==> src/rtl/i8035_bus_pkg.sv <==
// Shared definitions for the sound CPU external bus master.
// Request kinds, FSM state encoding and timing parameter limits.
package i8035_bus_pkg;

   localparam logic [1:0] KIND_FETCH = 2'd0;
   localparam logic [1:0] KIND_READ  = 2'd1;
   localparam logic [1:0] KIND_WRITE = 2'd2;
   localparam logic [1:0] KIND_ADDR  = 2'd3;

   typedef enum logic [2:0] {
      ST_IDLE,
      ST_ALE,
      ST_AHOLD,
      ST_STROBE,
      ST_END
   } state_t;

   localparam int ALE_W_MIN = 1;
   localparam int ALE_W_MAX = 15;
   localparam int AH_W_MIN  = 1;
   localparam int AH_W_MAX  = 15;
   localparam int STB_W_MIN = 3;
   localparam int STB_W_MAX = 15;

   function automatic logic [3:0] cnt_load(input int w);
      return 4'(w - 1);
   endfunction

endpackage

==> src/rtl/i8035_xbus_master.sv <==
// Bus-cycle generator for the sound CPU ALE/PSENn/RDn/WRn multiplexed bus.
// Ports: I_CLK, I_RST (async high), I_REQ/I_KIND/I_ADDR/I_WDATA request,
// O_BUSY/O_ACK/O_RDATA status, O_ALE/O_PSENn/O_RDn/O_WRn strobes,
// O_DB_O/O_DB_OE/I_DB_I data bus, O_P2_A upper address.
module i8035_xbus_master
   import i8035_bus_pkg::*;
#(
   parameter int ALE_W = 2,
   parameter int AH_W  = 1,
   parameter int STB_W = 4
) (
   input  logic        I_CLK,
   input  logic        I_RST,
   input  logic        I_REQ,
   input  logic [1:0]  I_KIND,
   input  logic [11:0] I_ADDR,
   input  logic [7:0]  I_WDATA,
   output logic        O_BUSY,
   output logic        O_ACK,
   output logic [7:0]  O_RDATA,
   output logic        O_ALE,
   output logic        O_PSENn,
   output logic        O_RDn,
   output logic        O_WRn,
   output logic [7:0]  O_DB_O,
   output logic        O_DB_OE,
   input  logic [7:0]  I_DB_I,
   output logic [3:0]  O_P2_A
);

   // The responder returns registered data two clocks into the strobe,
   // so shorter strobes would sample stale bus contents.
   if (ALE_W < ALE_W_MIN || ALE_W > ALE_W_MAX) begin : g_bad_ale
      $error("ALE_W out of range");
   end
   if (AH_W < AH_W_MIN || AH_W > AH_W_MAX) begin : g_bad_ah
      $error("AH_W out of range");
   end
   if (STB_W < STB_W_MIN || STB_W > STB_W_MAX) begin : g_bad_stb
      $error("STB_W out of range");
   end

   localparam logic [3:0] CNT_ALE = cnt_load(ALE_W);
   localparam logic [3:0] CNT_AH  = cnt_load(AH_W);
   localparam logic [3:0] CNT_STB = cnt_load(STB_W);

   state_t      state, state_n;
   logic [3:0]  cnt, cnt_n;
   logic [1:0]  kind_q, kind_n;
   logic [11:0] addr_q, addr_n;
   logic [7:0]  wdata_q, wdata_n;

   logic        ale_d, psen_d, rd_d, wr_d, oe_d;
   logic [7:0]  db_d;
   logic [3:0]  p2_d;
   logic        sample;

   always_comb begin
      state_n = state;
      cnt_n   = cnt;
      kind_n  = kind_q;
      addr_n  = addr_q;
      wdata_n = wdata_q;
      unique case (state)
         ST_IDLE: begin
            if (I_REQ) begin
               state_n = ST_ALE;
               cnt_n   = CNT_ALE;
               kind_n  = I_KIND;
               addr_n  = I_ADDR;
               wdata_n = I_WDATA;
            end
         end
         ST_ALE: begin
            if (cnt == 4'd0) begin
               state_n = ST_AHOLD;
               cnt_n   = CNT_AH;
            end else begin
               cnt_n = cnt - 4'd1;
            end
         end
         ST_AHOLD: begin
            if (cnt == 4'd0) begin
               if (kind_q == KIND_ADDR) begin
                  state_n = ST_END;
                  cnt_n   = 4'd0;
               end else begin
                  state_n = ST_STROBE;
                  cnt_n   = CNT_STB;
               end
            end else begin
               cnt_n = cnt - 4'd1;
            end
         end
         ST_STROBE: begin
            if (cnt == 4'd0) begin
               state_n = ST_END;
               cnt_n   = 4'd0;
            end else begin
               cnt_n = cnt - 4'd1;
            end
         end
         ST_END: begin
            state_n = ST_IDLE;
            cnt_n   = 4'd0;
         end
         default: begin
            state_n = ST_IDLE;
            cnt_n   = 4'd0;
         end
      endcase
   end

   // Outputs are decoded from the next state so they appear registered
   // in the same cycle the state takes effect.
   always_comb begin
      ale_d  = 1'b0;
      psen_d = 1'b1;
      rd_d   = 1'b1;
      wr_d   = 1'b1;
      oe_d   = 1'b0;
      db_d   = O_DB_O;
      p2_d   = O_P2_A;
      unique case (state_n)
         ST_ALE: begin
            ale_d = 1'b1;
            oe_d  = 1'b1;
            db_d  = addr_n[7:0];
            p2_d  = addr_n[11:8];
         end
         ST_AHOLD: begin
            oe_d = 1'b1;
            db_d = addr_n[7:0];
            p2_d = addr_n[11:8];
         end
         ST_STROBE: begin
            unique case (1'b1)
               (kind_n == KIND_FETCH): psen_d = 1'b0;
               (kind_n == KIND_READ):  rd_d   = 1'b0;
               (kind_n == KIND_WRITE): begin
                  wr_d = 1'b0;
                  oe_d = 1'b1;
                  db_d = wdata_n;
               end
               default: ;
            endcase
         end
         default: ;
      endcase
   end

   assign sample = (state == ST_STROBE) && (cnt == 4'd0) &&
                   ((kind_q == KIND_FETCH) || (kind_q == KIND_READ));

   always_ff @(posedge I_CLK or posedge I_RST) begin
      if (I_RST) begin
         state   <= ST_IDLE;
         cnt     <= 4'd0;
         kind_q  <= KIND_FETCH;
         addr_q  <= 12'd0;
         wdata_q <= 8'd0;
         O_BUSY  <= 1'b0;
         O_ACK   <= 1'b0;
         O_RDATA <= 8'd0;
         O_ALE   <= 1'b0;
         O_PSENn <= 1'b1;
         O_RDn   <= 1'b1;
         O_WRn   <= 1'b1;
         O_DB_O  <= 8'd0;
         O_DB_OE <= 1'b0;
         O_P2_A  <= 4'd0;
      end else begin
         state   <= state_n;
         cnt     <= cnt_n;
         kind_q  <= kind_n;
         addr_q  <= addr_n;
         wdata_q <= wdata_n;
         O_BUSY  <= (state_n != ST_IDLE);
         O_ACK   <= (state_n == ST_END);
         O_ALE   <= ale_d;
         O_PSENn <= psen_d;
         O_RDn   <= rd_d;
         O_WRn   <= wr_d;
         O_DB_O  <= db_d;
         O_DB_OE <= oe_d;
         O_P2_A  <= p2_d;
         if (sample) begin
            O_RDATA <= I_DB_I;
         end
      end
   end

endmodule

==> config.mk <==
export PLATFORM = sky130hd
export DESIGN_NAME = i8035_xbus_master
export DESIGN_NICKNAME = d
export VERILOG_FILES = /design/src/rtl/i8035_bus_pkg.sv /design/src/rtl/i8035_xbus_master.sv
export SDC_FILE = /design/constraint.sdc
export NUM_CORES = 1
export LEC_CHECK = 0
export ABC_AREA = 1
export CORE_AREA = 4 4 81 83
export CTS_CLUSTER_DIAMETER = 60
export DETAILED_ROUTE_END_ITERATION = 7
export DIE_AREA = 0 0 85 87
export HOLD_SLACK_MARGIN = 0.05
export PLACE_DENSITY = 0.83
export SYNTH_ARGS = -nofsm -noshare
export SYNTH_HDL_FRONTEND = slang
export SYNTH_SLANG_ARGS = --single-unit
==> constraint.sdc <==
create_clock -name I_CLK -period 1.99 [get_ports I_CLK]
set_input_delay 0.597 -clock I_CLK [delete_from_list [all_inputs] [get_ports I_CLK]]
set_output_delay 0.597 -clock I_CLK [all_outputs]
set_load 0.005 [all_outputs]
; After elaboration in Yosys (flattened, before gate mapping)
; Index checks and enable logic that the tools add are counted.
; W data, S select, Z words.
[classes]
eq_ne = 13
n_mux = 28
n_addsub = 1
n_reduce_logical = 12
[ops]
columns = op, count
row1 = $mux W12, 2
row2 = $mux W8, 3
row3 = $pmux W8 S2, 1
row4 = $mux W3, 5
row5 = $eq A3 B2 Y1 const B, 4
row6 = $mux W4, 3
row7 = $pmux W3 S4, 1
row8 = $pmux W4 S3, 1
row9 = $mux W1, 8
row10 = $eq A3 B1 Y1 const B, 2
row11 = $mux W2, 3
row12 = $eq A2 B1 Y1 const B, 2
row13 = $eq A2 B2 Y1 const B, 2
row14 = $logic_not A2 Y1, 2
row15 = $logic_not A4 Y1, 1
row16 = $ne A2 B2 Y1 const B, 2
row17 = $reduce_or A2 Y1, 2
row18 = $sub A4 B1 Y4 const B, 1
row19 = $eq A3 B3 Y1 const B, 1
row20 = $logic_not A3 Y1, 1
row21 = $reduce_bool A3 Y1, 1
row22 = $logic_and A1 B1 Y1, 2
row23 = $pmux W1 S2, 1
row24 = $reduce_and A2 Y1, 1
row25 = other kinds (2), 2
[totals]
in_bits = 33
reg_bits = 56
elab_cells = 69
out_inout_bits = 27

; Logic depth before layout (Yosys ltp)
[logic_depth]
ltp_word = 8
mapped_depth = 11
ltp_nobuf = 11

; Worst setup path after synthesis
; Ideal clock, no wire load.
[synth_path]
path_kind = reg-to-reg
start = reg cnt[0]
end = reg O_DB_O[0]
setup_slack_ps = 481
t_required_ps = 1873
period_less_slack_ps = 1509
path_buffers = 1
setup_ps = 117
path_stages_with_launch = 11
arrival_time_ps = 1392
path_cell_list = dfrtp_1 inv_1 ha_1 nand2_2 nand3_1 nand2_1 nand2_2 nand3_4 buf_4 nand4_1 nand2_1
[synth_via]
elab_chain_cells = 7
elab_cells_between_ends = 13
cone_classes = eq/ne (4) / mux (5) / reduce/logical (4)
[synth_rtl]
columns = element, line
row1 = from (decl), i8035_xbus_master.sv:48  ; logic [3:0] cnt, cnt_n;
row2 = from (signal assigned), i8035_xbus_master.sv:174  ; cnt <= cnt_n;
row3 = $logic_not A4 Y1 (*), "i8035_xbus_master.sv:75, i8035_xbus_master.sv:83, i8035_xbus_master.sv:96"
row4 = $mux W3 (on tied branches), "i8035_xbus_master.sv:96, i8035_xbus_master.sv:75, i8035_xbus_master.sv:83"
row5 = $pmux W3 S4 (*), i8035_xbus_master.sv:64  ; unique case (state)
row6 = $eq A3 B2 Y1 or $eq A3 B1 Y1 (tied branches), i8035_xbus_master.sv:124  ; unique case (state_n)
row7 = $reduce_or A2 Y1 (no source line), -
row8 = $reduce_bool A2 Y1 (no source line), -
row9 = $reduce_and A2 Y1 (no source line), -
row10 = to (signal assigned), i8035_xbus_master.sv:169  ; O_DB_O <= 8'd0;
row11 = to (signal assigned), i8035_xbus_master.sv:184  ; O_DB_O <= db_d;
row12 = to (decl), i8035_xbus_master.sv:25  ; output logic [7:0] O_DB_O,
; Every way passes the cells marked *; elsewhere a longest branch is shown, timed or not.
; A chain may end at the register's enable or synchronous reset.

; Worst setup path in the final report
[layout_path]
start = reg O_WRn
end = out O_WRn
[layout_rtl]
columns = element, line
row1 = from (decl), i8035_xbus_master.sv:24  ; output logic O_WRn,
row2 = from (signal assigned), i8035_xbus_master.sv:183  ; O_WRn <= wr_d;
; No word-level cell between the ends.

==> summary.md <==
| Metric | Value |
|---|---|
| Buf/Inv on CP | 1 |
| Warnings from Yosys | 0 |
| Vias per Instance | 4.668 |
| Switching share of power | 0.3994 |
| Bufs on Longest Clock Path | 2 |
| CP cell instances | clkdlybuf4s50_1 |
| Routability congestion estimate | 0.8146 |
| Setup_tns | 0 ns |
| CTS Sinks | 56 |
| Post-synth EDFFs | 0 |
| DP HPWL | 4.072 mm |
| Dpl ws | -0.1294 ns |
| Global route overflow | 0 |
| Max Clock Skew | 0.005688 ns |
| WL final | 5.184 mm |
| Total track usage | 0.1530 |
| Crit Path Max Fanout | 1 |
| Clock Pin Slew Worst Setup and Hold Paths | 0.10 ns |
| Antenna violations before repair | 0 |
| Synth top area cells | dfrtp_1 53%, nand2_1 19%, mux2_2 3.6%, dfstp_2 3.2%, nand4_1 2.3% |
| Rel. slew slack | 0.7678 |
| Placed insts | 411 |
| Req. time, crit path | between 1 and 1.5 ns |
| DRC | 0 |
| Post-synth ARST share | 1.000 |
| Combinational share of power | 0.522 |
| Power Density | 1600 nW/µm² |
| Slowest cell delay on critical path | 0.53 ns |
| Design Power | 5.360 mW |
| Min setup slack post-route | between 0.05 and 0.06 ns |
| Final Max Slew Viols | 0 |
| Synth-to-layout area growth | 34.24% |
| Leak | 1.678 nW |
| Share of the synthesized area in the top cell type | 0.5313 |
| Reg power frac | 0.358 |
| Via count | 1956 |
| Final Cycle Share | 0.9715 |
| Pre-antenna DRT Iters | 4 |
| Outcome | completed |
| Ys flop type | dfrtp_1 |
| Setup Fix Bufs, Post-CTS | 0 |
| Cell Area, Synth | 2496 µm² |
| Die H | 87 µm |
| Startpoint Class | flop |
| Clk pwr share | 0.120 |
| Worst Path Class, Setup | reg -> out |
| Clock latency on the worst-skew pair | approximately 0.30 ns |
| Fin util | 0.5727 |
| Worst setup EP type | output pin |
| Mean area per synthesized cell | 9.143 µm² |
| Worst slew pin tran | 0.3478 ns |
| Post-CTS Resized | 0 |
| Largest net degree at the start of global routing | 31 |
| Initial DRC Count | 76 |
| Achievable Freq | 517.2 MHz |
| Post-synth top area cell | dfrtp_1 |
| Core Area | 5851 µm² |
| Crit path DAT | between 1 and 1.5 ns |
| Final instance area | 3351 µm² |
| Commonest non-fill, non-tap cell in the layout | nand2_1 |
| Global-route wire length before repair | 9.011 mm |
| RSZ-0062 raised after global routing | false |
| Layout cells sized above 1 | 0.1570 |
| Placed Area | 3256 µm² |
| Worst path slowest cell | dfstp_2 |
| Synth Register Bits | 56 |
| H-Tree Level Count | 2 |
| Hold Crit Class | reg -> reg |
| Fillers | approximately 490 |
| Final min period | just under 2 ns |
| Post-Syn Nets | slightly above 300 |
| CTS Buf Count | 5 |
| Psw | 2.141 mW |
| Fin nets | 378 |
| Io pins | 60 |
| Max VDD drop | 0.6793 mV |
| Crit path max-delay family | flip-flops |
| Finished Layout Cells | 419 |
| Post-synthesis sequential area ratio | 0.5629 |
| Initial core utilization | 0.4266 |
| Vias in the first global route | ~1900 |
| Netlist cell types | 27 |
| Core Rows | 28 |
| Routed WL per cell | between 10 and 15 µm |
| Endpoints failing hold | 0 |
| Die ar. | between 7000 and 8000 µm² |
| Max-Cap Viols | 0 |
| Most frequent cells in the layout | 128 x nand2_1, 59 x clkdlybuf4s50_1, 53 x dfrtp_1 |
| Port Buffer Count | 59 |
| Final setup violation count | 0 |
| Hold_ws | approximately 0.48 ns |
| Antenna viol nets, final | 0 |
| Hold_buf cts | 0 |
| CTS tree | yes |
| Cells after Synth | 273 |
| Power Internal | 3.219 mW |
| Die X | approximately 85 µm |
| Ant. Diodes | 0 |
| Clock root buffer | clkbuf_8 |
## per-layer routing
metal / global-route usage / wire, µm / share of wire
met1: 0.1965 / 2294 / 0.44
met2: 0.2606 / 2570 / 0.50
met3: 0.02838 / 232 / 0.045
met4: 0.05180 / 86 / 0.017
met5: 0 / 0 / 0
## sequential cells by signal, indices dropped and copies added, names as in the netlist
signal,count
wdata_q,8
O_RDATA,8
O_DB_O,8
kind_q,2
O_BUSY,1
O_PSENn,1
addr_q,12
cnt,4
O_P2_A,4
O_RDn,1
O_ACK,1
state,3
O_ALE,1
O_WRn,1
O_DB_OE,1
## Yosys cell counts (3+ instances only)
cell type  number
nand3_4         3
dfrtp_1        53
inv_2           4
nand3_1        11
nand2_2         6
nor2_1          3
a21oi_1         3
buf_2           3
mux2_2          8
nand4_1         9
buf_4           4
inv_1          13
o21ai_0         3
dfstp_2         3
nand2_1       128
## power by group through the flow
stage               sequential (mW)  clock, mW  combinational, mW
floorplan                      1.90          0               1.79
global placement               1.93          0               2.74
detailed placement             1.95          0               2.82
CTS                            1.92      0.654               2.84
global route                   1.99      0.702               3.17
finish                         1.92      0.642               2.80
## cells by family (layout without fill, tap and decap cells)
family | after synthesis | count (layout) | share of synthesized area
AND/OR/NAND/NOR | 173 | 173 | 0.3233
flip-flops | 56 | 56 | 0.5629
buffers and inverters | 25 | 96 | 0.04612
AO/OA/AOI/OAI | 9 | 9 | 0.02155
multiplexers | 8 | 8 | 0.03609
adder cells (fa/ha/maj) | 2 | 2 | 0.01002
## worst paths after layout
kind,start,endpoint,slack [ns],depth (start not counted)
max,O_WRn,O_WRn,0.06,1
min,wdata_q[0],wdata_q[0],0.48,2
max reg2reg,cnt[0],O_DB_O[0],0.24,10
min reg2reg,wdata_q[0],wdata_q[0],0.48,2
max in group asynchronous,I_RST,O_WRn,0.89,3
min in group asynchronous,I_RST,wdata_q[5],0.57,2
## area by class of cell
| type | count | area [µm²] | area share |
|---|---|---|---|
| Clock buffer | 7 | 86.33 | 0.02577 |
| Clock inverter | 1 | 8.758 | 0.002614 |
| Inverter | 18 | 70.07 | 0.02091 |
| Multi-Input combinational cell | 192 | 975.9 | 0.2913 |
| Sequential cell | 56 | 1405 | 0.4193 |
| Tap cell | 75 | 93.84 | 0.02801 |
| Timing Repair Buffer | 70 | 710.7 | 0.2121 |
Power figures use the tool's default switching activity.
